`src/rtl/ps2_key_decoder.sv`:
```
// PS/2 keyboard receiver and scan-code set 2 decoder.
// Turns make codes into key_code/en_codigo strobes and tracks the time-setting mode and field selection.
module ps2_key_decoder #(
   parameter int N          = 8,
   parameter int P          = 2,
   parameter int MAX_POS    = 2,
   parameter int FILTER_LEN = 4,
   parameter int TIMEOUT    = 5000
) (
   input  logic         clk,
   input  logic         rst,
   input  logic         ps2_clk,
   input  logic         ps2_data,
   output logic [N-1:0] key_code,
   output logic         en_codigo,
   output logic         f1,
   output logic         f3,
   output logic [P-1:0] posicion,
   output logic         frame_err
);

   localparam int TW = $clog2(TIMEOUT + 1);

   typedef enum logic [1:0] {
      IDLE,
      DATA,
      PARITY,
      STOP
   } rxState_e;

   logic [1:0]    clkSync_q;
   logic [1:0]    dataSync_q;
   logic          filtClk_q;
   logic [3:0]    filtCnt_q;
   logic          fallEdge;
   logic          dataBit;

   rxState_e      state_q, state_d;
   logic [2:0]    bitCnt_q, bitCnt_d;
   logic [7:0]    shift_q, shift_d;
   logic          parity_q, parity_d;
   logic [TW-1:0] toCnt_q, toCnt_d;
   logic          rxValid_q, rxValid_d;
   logic [7:0]    rxByte_q, rxByte_d;
   logic          err_q, err_d;

   logic [N-1:0]  key_q, key_d;
   logic          en_q, en_d;
   logic          f1_q, f1_d;
   logic          f3_q, f3_d;
   logic [P-1:0]  pos_q, pos_d;
   logic          break_q, break_d;
   logic          extend_q, extend_d;

   // The filtered clock flips only once the synchronized pin has disagreed with it for FILTER_LEN samples in a row
   always_ff @(posedge clk) begin
      if (rst) begin
         clkSync_q  <= 2'b11;
         dataSync_q <= 2'b11;
         filtClk_q  <= 1'b1;
         filtCnt_q  <= '0;
      end else begin
         clkSync_q  <= {clkSync_q[0], ps2_clk};
         dataSync_q <= {dataSync_q[0], ps2_data};
         if (clkSync_q[1] == filtClk_q) begin
            filtCnt_q <= '0;
         end else if (filtCnt_q == 4'(FILTER_LEN - 1)) begin
            filtClk_q <= clkSync_q[1];
            filtCnt_q <= '0;
         end else begin
            filtCnt_q <= filtCnt_q + 4'd1;
         end
      end
   end

   assign fallEdge = filtClk_q & ~clkSync_q[1] & (filtCnt_q == 4'(FILTER_LEN - 1));
   assign dataBit  = dataSync_q[1];

   always_comb begin
      state_d   = state_q;
      bitCnt_d  = bitCnt_q;
      shift_d   = shift_q;
      parity_d  = parity_q;
      rxValid_d = 1'b0;
      rxByte_d  = rxByte_q;
      err_d     = 1'b0;
      toCnt_d   = (state_q == IDLE || fallEdge) ? '0 : toCnt_q + TW'(1);

      case (state_q)
         IDLE: begin
            if (fallEdge && !dataBit) begin
               state_d  = DATA;
               bitCnt_d = '0;
            end
         end
         DATA: begin
            if (fallEdge) begin
               shift_d  = {dataBit, shift_q[7:1]};
               bitCnt_d = bitCnt_q + 3'd1;
               if (bitCnt_q == 3'd7) state_d = PARITY;
            end
         end
         PARITY: begin
            if (fallEdge) begin
               parity_d = dataBit;
               state_d  = STOP;
            end
         end
         STOP: begin
            if (fallEdge) begin
               state_d = IDLE;
               if (dataBit && (^{shift_q, parity_q})) begin
                  rxValid_d = 1'b1;
                  rxByte_d  = shift_q;
               end else begin
                  err_d = 1'b1;
               end
            end
         end
         default: state_d = IDLE;
      endcase

      // A stalled partial frame is abandoned so the next start bit is recognised cleanly
      if (state_q != IDLE && !fallEdge && toCnt_q == TW'(TIMEOUT - 1)) begin
         state_d   = IDLE;
         err_d     = 1'b1;
         rxValid_d = 1'b0;
      end
   end

   always_ff @(posedge clk) begin
      if (rst) begin
         state_q   <= IDLE;
         bitCnt_q  <= '0;
         shift_q   <= '0;
         parity_q  <= 1'b0;
         toCnt_q   <= '0;
         rxValid_q <= 1'b0;
         rxByte_q  <= '0;
         err_q     <= 1'b0;
      end else begin
         state_q   <= state_d;
         bitCnt_q  <= bitCnt_d;
         shift_q   <= shift_d;
         parity_q  <= parity_d;
         toCnt_q   <= toCnt_d;
         rxValid_q <= rxValid_d;
         rxByte_q  <= rxByte_d;
         err_q     <= err_d;
      end
   end

   // Prefix bytes only set flags; a break-prefixed byte is swallowed so key releases never strobe
   always_comb begin
      key_d    = key_q;
      en_d     = 1'b0;
      f1_d     = f1_q;
      f3_d     = f3_q;
      pos_d    = pos_q;
      break_d  = break_q;
      extend_d = extend_q;

      if (rxValid_q) begin
         if (rxByte_q == 8'hE0) begin
            extend_d = 1'b1;
         end else if (rxByte_q == 8'hF0) begin
            break_d = 1'b1;
         end else if (break_q) begin
            break_d  = 1'b0;
            extend_d = 1'b0;
         end else begin
            key_d    = N'(rxByte_q);
            en_d     = 1'b1;
            extend_d = 1'b0;
            case (rxByte_q)
               8'h05: begin
                  f1_d  = 1'b1;
                  f3_d  = 1'b0;
                  pos_d = '0;
               end
               8'h04: begin
                  f1_d  = 1'b0;
                  f3_d  = 1'b1;
                  pos_d = '0;
               end
               8'h76: begin
                  f1_d  = 1'b0;
                  f3_d  = 1'b0;
                  pos_d = '0;
               end
               8'h74: begin
                  if (f1_q || f3_q) pos_d = (pos_q == P'(MAX_POS)) ? '0 : pos_q + P'(1);
               end
               8'h6B: begin
                  if (f1_q || f3_q) pos_d = (pos_q == '0) ? P'(MAX_POS) : pos_q - P'(1);
               end
               default: ;
            endcase
         end
      end
   end

   always_ff @(posedge clk) begin
      if (rst) begin
         key_q    <= '0;
         en_q     <= 1'b0;
         f1_q     <= 1'b0;
         f3_q     <= 1'b0;
         pos_q    <= '0;
         break_q  <= 1'b0;
         extend_q <= 1'b0;
      end else begin
         key_q    <= key_d;
         en_q     <= en_d;
         f1_q     <= f1_d;
         f3_q     <= f3_d;
         pos_q    <= pos_d;
         break_q  <= break_d;
         extend_q <= extend_d;
      end
   end

   assign key_code  = key_q;
   assign en_codigo = en_q;
   assign f1        = f1_q;
   assign f3        = f3_q;
   assign posicion  = pos_q;
   assign frame_err = err_q;

endmodule

```
`config.mk`:
```
export PLATFORM = sky130hd
export DESIGN_NAME = ps2_key_decoder
export DESIGN_NICKNAME = d
export VERILOG_FILES = /design/src/rtl/ps2_key_decoder.sv
export SDC_FILE = /design/constraint.sdc
export NUM_CORES = 1
export LEC_CHECK = 0
export ABC_AREA = 1
export CAP_MARGIN = 20
export CORE_MARGIN = 4
export CORE_UTILIZATION = 30
export CTS_BUF_LIST = sky130_fd_sc_hd__clkbuf_2
export CTS_CLUSTER_DIAMETER = 200
export DETAILED_ROUTE_END_ITERATION = 8
export PLACE_DENSITY = 0.59
export SYNTH_ARGS = -nofsm -noshare
export SYNTH_HDL_FRONTEND = slang
export SYNTH_SLANG_ARGS = --single-unit
```
`constraint.sdc`:
```
create_clock -name clk -period 1.55 [get_ports clk]
set_input_delay 0.31 -clock clk [delete_from_list [all_inputs] [get_ports clk]]
set_output_delay 0.31 -clock clk [all_outputs]
set_load 0.1 [all_outputs]
```
### After elaboration in Yosys (flattened, before gate mapping)

Index checks and enable logic that the tools add are counted.

* register bits: 60
* bits in latches: 0
* bits in writable memories: 0
* memory bits (read-only): 0
* input bits: 4
* output and inout port bits: 14
* memories: 0

* add/subtract/negate cells: 5
* $mul: 0
* divide/modulo/power cells: 0
* $lt $le $gt $ge: 0
* equality and inequality tests: 22
* shifts and indexed selects: 0
* mux-type cells: 23
* bitwise logic cells: 10
* reduce and logical (&&, ||, !) cells: 35

Operator list (count)
* 8-bit by 7-bit == test with 1-bit output (second input constant): 3
* 2-bit 2-to-1 mux: 9
* 8-bit by 3-bit == test with 1-bit output (second input constant): 2
* 8-bit == test (second input constant): 2
* 5-bit AND reduction: 3
* 13-bit by 1-bit adder with 13-bit output (second input constant): 1
* 13-bit == test (second input constant): 1
* 2-bit inequality test (second input constant): 6
* 9-bit XOR reduction: 1
* 1-bit NOT: 8
* 2-bit one-hot mux with 4 select lines: 1
* 2-bit AND reduction: 4
* 2-bit nonzero test: 4
* 2-bit OR reduction: 4
* 4-bit OR reduction: 2
* 1-bit 2-to-1 mux: 7
* 7-bit AND reduction: 1
* 2-bit == test (second input constant): 3
* 3-bit 2-to-1 mux: 2
* 2-bit one-hot mux with 3 select lines: 1
* 3-bit one-hot mux with 2 select lines: 1
* 3-bit AND reduction: 2
* 3-bit OR reduction: 2
* 4-bit by 1-bit adder with 4-bit output (second input constant): 1
* 16 further kinds: 24

### Depth between registers and ports, before layout

* word-level depth: 7
* gate-level depth with buffers: 12
* gate-level depth less buffers: 12

### Least setup slack after synthesis

OpenSTA, ideal clock, no wires.

* path kind: flip-flop to flip-flop
* start: reg pos_q[0], in the netlist posicion[0]
* end: reg pos_q[1], in the netlist posicion[1]
* setup time: 0.070 ns
* arrival time: 1.783 ns
* data required time: 1.480 ns
* path slack: -0.304 ns
* stages on the path, launching flop included: 6
* path buffers: 0
* clock period less this slack: 1.854 ns
* path through: dfxtp_1 -> inv_1 -> ha_1 -> o21ai_0 -> nand3_1 -> a21oi_1

* word-level cells in the longest chain between the ends: 4

Ends and longest elaborated chain
* start: declaration: RTL line 51 `logic [P-1:0] pos_q, pos_d;`
* start signal: assignment: RTL line 217 `pos_q <= pos_d;`
* 2-bit by 1-bit subtractor with 2-bit output (tied with other cells): RTL line 195 `if (f1_q || f3_q) pos_d = (pos_q == '0) ? P'(MAX_POS) : pos_q - P'(1);`
* 2-bit 2-to-1 mux, on equally long branches (2 in series): RTL line 195, 192
* 2-bit one-hot mux with 3 select lines (*): RTL line 175 `case (rxByte_q)`

Mark *: on every way between the ends. The rest lies on a longest branch, timed or not. The select of a mux whose other input is x is not followed.
A chain may end at the register's enable or synchronous reset.

### Worst setup path after layout

* start: reg shift_q[5]
* end: reg rxByte_q[1]

* word-level cells in the longest chain between the ends: 3

Ends and longest elaborated chain
* start: declaration: RTL line 40 `logic [7:0] shift_q, shift_d;`
* start signal: assignment: RTL line 144 `shift_q <= shift_d;`
* 9-bit XOR reduction: RTL line 112 `if (dataBit && (^{shift_q, parity_q})) begin`
* 1-bit logical AND: RTL line 112
* 3-bit AND reduction (no source line)
* end signal: assignment: RTL line 148 `rxByte_q <= rxByte_d;`
* end: declaration: RTL line 44 `logic [7:0] rxByte_q, rxByte_d;`

Every way passes these cells.

==> results.tsv <==
metric	value	unit
met2_usage	0.185	
hp-class	primary input to flip-flop	
synth_top_cell_by_area	dfxtp_1	
multi_input_area	1650	µm²
switchingPower	0.000598	W
synth_area_leaders	dfxtp_1, nand2_1, nor2_1, a21oi_1, ha_1	
hold_depth	2	
cts-root-buf	clkbuf_2	
antenna_cells	0	
worst_setup_path_end_kind	flip-flop	
cellInternalPower	0.00176	W
fin_total_pwr	0.00236	W
crit_buf_inv	1	
slowest_stage	dfxtp_4	
drtIter0Drc	89	
place_congestion	0.808	
synthArstFlopShare	0	
ys_ff_latch	60	
start_kind	flip-flop	
gr-usage-met3	0.0486	
port_buffers	17	
regArea	1240	µm²
synth-warning-count	0	
synth_edf_count	0	
seqPwrFrac	0.652	
layout.cells.non_filler	577	
grt_use_total	0.110	
crit_family	simple AND/OR/NAND/NOR gates	
grt_pass1_wl	10.1	mm
clkSlewWorstSetupHoldPaths	0.16	ns
final_util	0.405	
critPathMaxFanout	7	
dp_cells	553	
grt_max_degree	23	
netlist_area	2910	µm²
fin_worst_skew	0.0295	ns
worst_pin_slew	0.357	ns
dpl.hpwl	4.46	mm
grt-busiest-layer	met2	
fillers	955	
hold_start	ps2_data	
numCtsBuffers	9	
period_needed	1.44	ns
setup_viol	0	
viasPerCell	4.60	
clock_power_share	0.322	
cts.sinks	60	
syn_nets	420	
clk_latency	0.50	ns
place_ws	0.0210	ns
grt_pass1_vias	2360	
drc	0	
coreArea	9330	µm²
rr_worst_depth	11	
leakage	1.51	nW
hold_viol_final	0	
fin_crit_sh	0.928	
cpMostUsedCell	nand2_2	
fp.dieH	106	µm
ys.flop_type	dfxtp_1	
timing.max_cap.violations	0	
rows	35	
syn_inst	404	
drtPass1Iterations	5	
yosysTopAreaCellShare	0.413	
synth.distinct_cells	34	
max-slew-margin-rel	0.762	
rr_startpoint	shift_q[5]	
syn_area_per_cell	7.19	µm²
reg2reg_to	rxByte_q[1]	
ios	18	
worstPathRequired	1.98	ns
drtAntennaViolNets	0	
fmax	0.695	GHz
dieArea	11300	µm²
htree_levels	3	
syn2layout_area_growth	30.1	%
wl_per_cell	10.8	µm
die_w	106	µm
finalMaxSlewViolations	0	
start_util	0.311	
gr-usage-met1	0.126	
holdWs	0.383	ns
power.density	625	nW/µm²
gr-total-overflow	0	
ys_seq_area_frac	0.413	
wirelength	6.21	mm
final_nets	459	
drive_gt1_frac	0.295	
rsz0062_at_grt	true	
rrSetupSlack	0.11	ns
path_cells	inv_4 > nand2_1 > nand2_1 > nand2_2 > nand2_2 > nand2_2 > nand3_1 > nand3_4 > nor2_4 > nor2_1 > nor2_1	
ir_drop	0.410	mV
cts_tree	yes	
sw_frac_of_total	0.253	
crit_arrival	1.87	ns
status	finished, final reports clean	
hold_path_end	dataSync_q[0]	
worst_slack	0.112	ns
crit_type	flip-flop to flip-flop	
antenna_found_initial	0	
max_stage_delay	0.39	ns
num_vias	2657	
combPwrFrac	0.026	
clockBufferDepth	2	
==> stage by stage <==
| stage | setup TNS, ns | instance area (µm²) |
|---|---|---|
| after floorplan | 0 | 2910 |
| after global placement | 0 | 3430 |
| after global routing | -0.0648 | 3780 |
| final | 0 | 3780 |
| after detailed placement | 0 | 3430 |
| after CTS | 0 | 3520 |
==> placed cells by master, fill, tap and decap left out, types with 2 or more instances in the layout <==
cell,netlist,layout
nand4_1,12,12
o21ai_0,21,18
dfxtp_1,60,42
inv_2,7,10
nand2_4,0,5
a21oi_2,0,2
dfxtp_2,0,12
xor2_1,4,4
nand3_2,2,2
nor3_2,0,4
buf_4,0,15
or2_2,6,6
a211oi_1,2,2
clkinv_1,1,3
dfxtp_4,0,6
nor2_1,48,43
clkinvlp_4,0,3
o21ai_1,2,5
nand2_2,6,16
nor2_4,2,5
a21oi_1,31,29
ha_1,12,9
ha_4,0,2
nor3_1,12,8
a221oi_1,2,2
buf_12,0,15
inv_1,39,34
nand2_1,92,77
nor2_2,5,8
inv_4,0,2
clkdlybuf4s50_1,0,3
clkbuf_2,0,10
nand3_1,20,19
==> Yosys cell counts, types with 2 or more instances <==
| cell | count |
|---|---|
| nand2_2 | 6 |
| nand2_1 | 92 |
| xor2_1 | 4 |
| or2_2 | 6 |
| inv_2 | 7 |
| nor2_4 | 2 |
| o21ai_1 | 2 |
| a21oi_1 | 31 |
| dfxtp_1 | 60 |
| clkbuf_1 | 5 |
| nand4_1 | 12 |
| a221oi_1 | 2 |
| nand3_2 | 2 |
| ha_1 | 12 |
| nor2_1 | 48 |
| nor3_1 | 12 |
| inv_1 | 39 |
| nor2_2 | 5 |
| a211oi_1 | 2 |
| o21ai_0 | 21 |
| nand3_1 | 20 |
| nor3b_1 | 2 |
==> power by group through the flow <==
stage | sequential [W] | combinational (W) | clock, W
floorplan | 0.00158 | 0.0000329 | 0
global placement | 0.00158 | 0.0000588 | 0
detailed placement | 0.00158 | 0.0000595 | 0
CTS | 0.00155 | 0.0000596 | 0.000802
global route | 0.00154 | 0.0000692 | 0.000879
finish | 0.00154 | 0.0000618 | 0.000760
==> metal layers <==
layer	up-vias	wire length, µm
met5	-	0
met4	0	48
met3	4	270
met2	35	3000
met1	1220	2890
li1	1398	-
==> sequential cells by signal, summed over array words and instances, names as in the netlist <==
register / cells
parity_q: 1
rxValid_q: 1
break_q: 1
filtClk_q: 1
rxByte_q: 8
f1: 1
f3: 1
clkSync_q: 2
filtCnt_q: 4
dataSync_q: 2
state_q: 2
bitCnt_q: 3
toCnt_q: 13
shift_q: 8
en_codigo: 1
posicion: 2
key_code: 8
frame_err: 1
==> worst register-to-register path: stages, from the launching register on <==
cell	delay, ns
dfxtp_4	0.39
inv_4	0.07
nand2_1	0.05
nand2_1	0.10
nand2_2	0.08
nand2_2	0.09
nand2_2	0.06
nand3_1	0.10
nand3_4	0.10
nor2_4	0.20
nor2_1	0.06
nor2_1	0.10
==> timing repair <==
item / in CTS / in global routing
hold buffers: 0 / 0
resized for setup: 1 / 74
pin swaps: 0 / 15
gates cloned: 0 / 2
setup endpoints to repair: 1 / 33
setup buffers: 0 / 6
==> cell families after synthesis <==
family | Yosys count | synth area share
adder cells (fa/ha/maj) | 12 | 0.0517
XOR/XNOR | 4 | 0.0121
AO/OA/AOI/OAI | 60 | 0.110
buffers and inverters | 55 | 0.0754
AND/OR/NAND/NOR | 213 | 0.337
flip-flops | 60 | 0.413
==> layout make-up <==
class                           instances  share of cell area
Clock buffer                           10              0.0132
Sequential cell                        60               0.328
Inverter                               47              0.0490
Timing Repair Buffer                   34               0.120
Multi-Input combinational cell        290               0.438
Timing Repair inverter                  1             0.00132
Tap cell                              129              0.0427
Clock inverter                          6             0.00828
==> how the worst max path moves through the flow <==
stage                       end    startpoint  cells after the start  slack [ns]
finish              rxByte_q[1]    shift_q[5]                     11        0.11
global route        rxByte_q[4]    shift_q[6]                     12       -0.02
CTS                 rxByte_q[7]  filtCnt_q[0]                     10       0.007
detailed placement  toCnt_q[12]    toCnt_q[0]                      9        0.02
global placement     state_q[0]           rst                      5        0.01
floorplan           posicion[0]            f1                      5        0.03
Power figures use the tool's default switching activity.
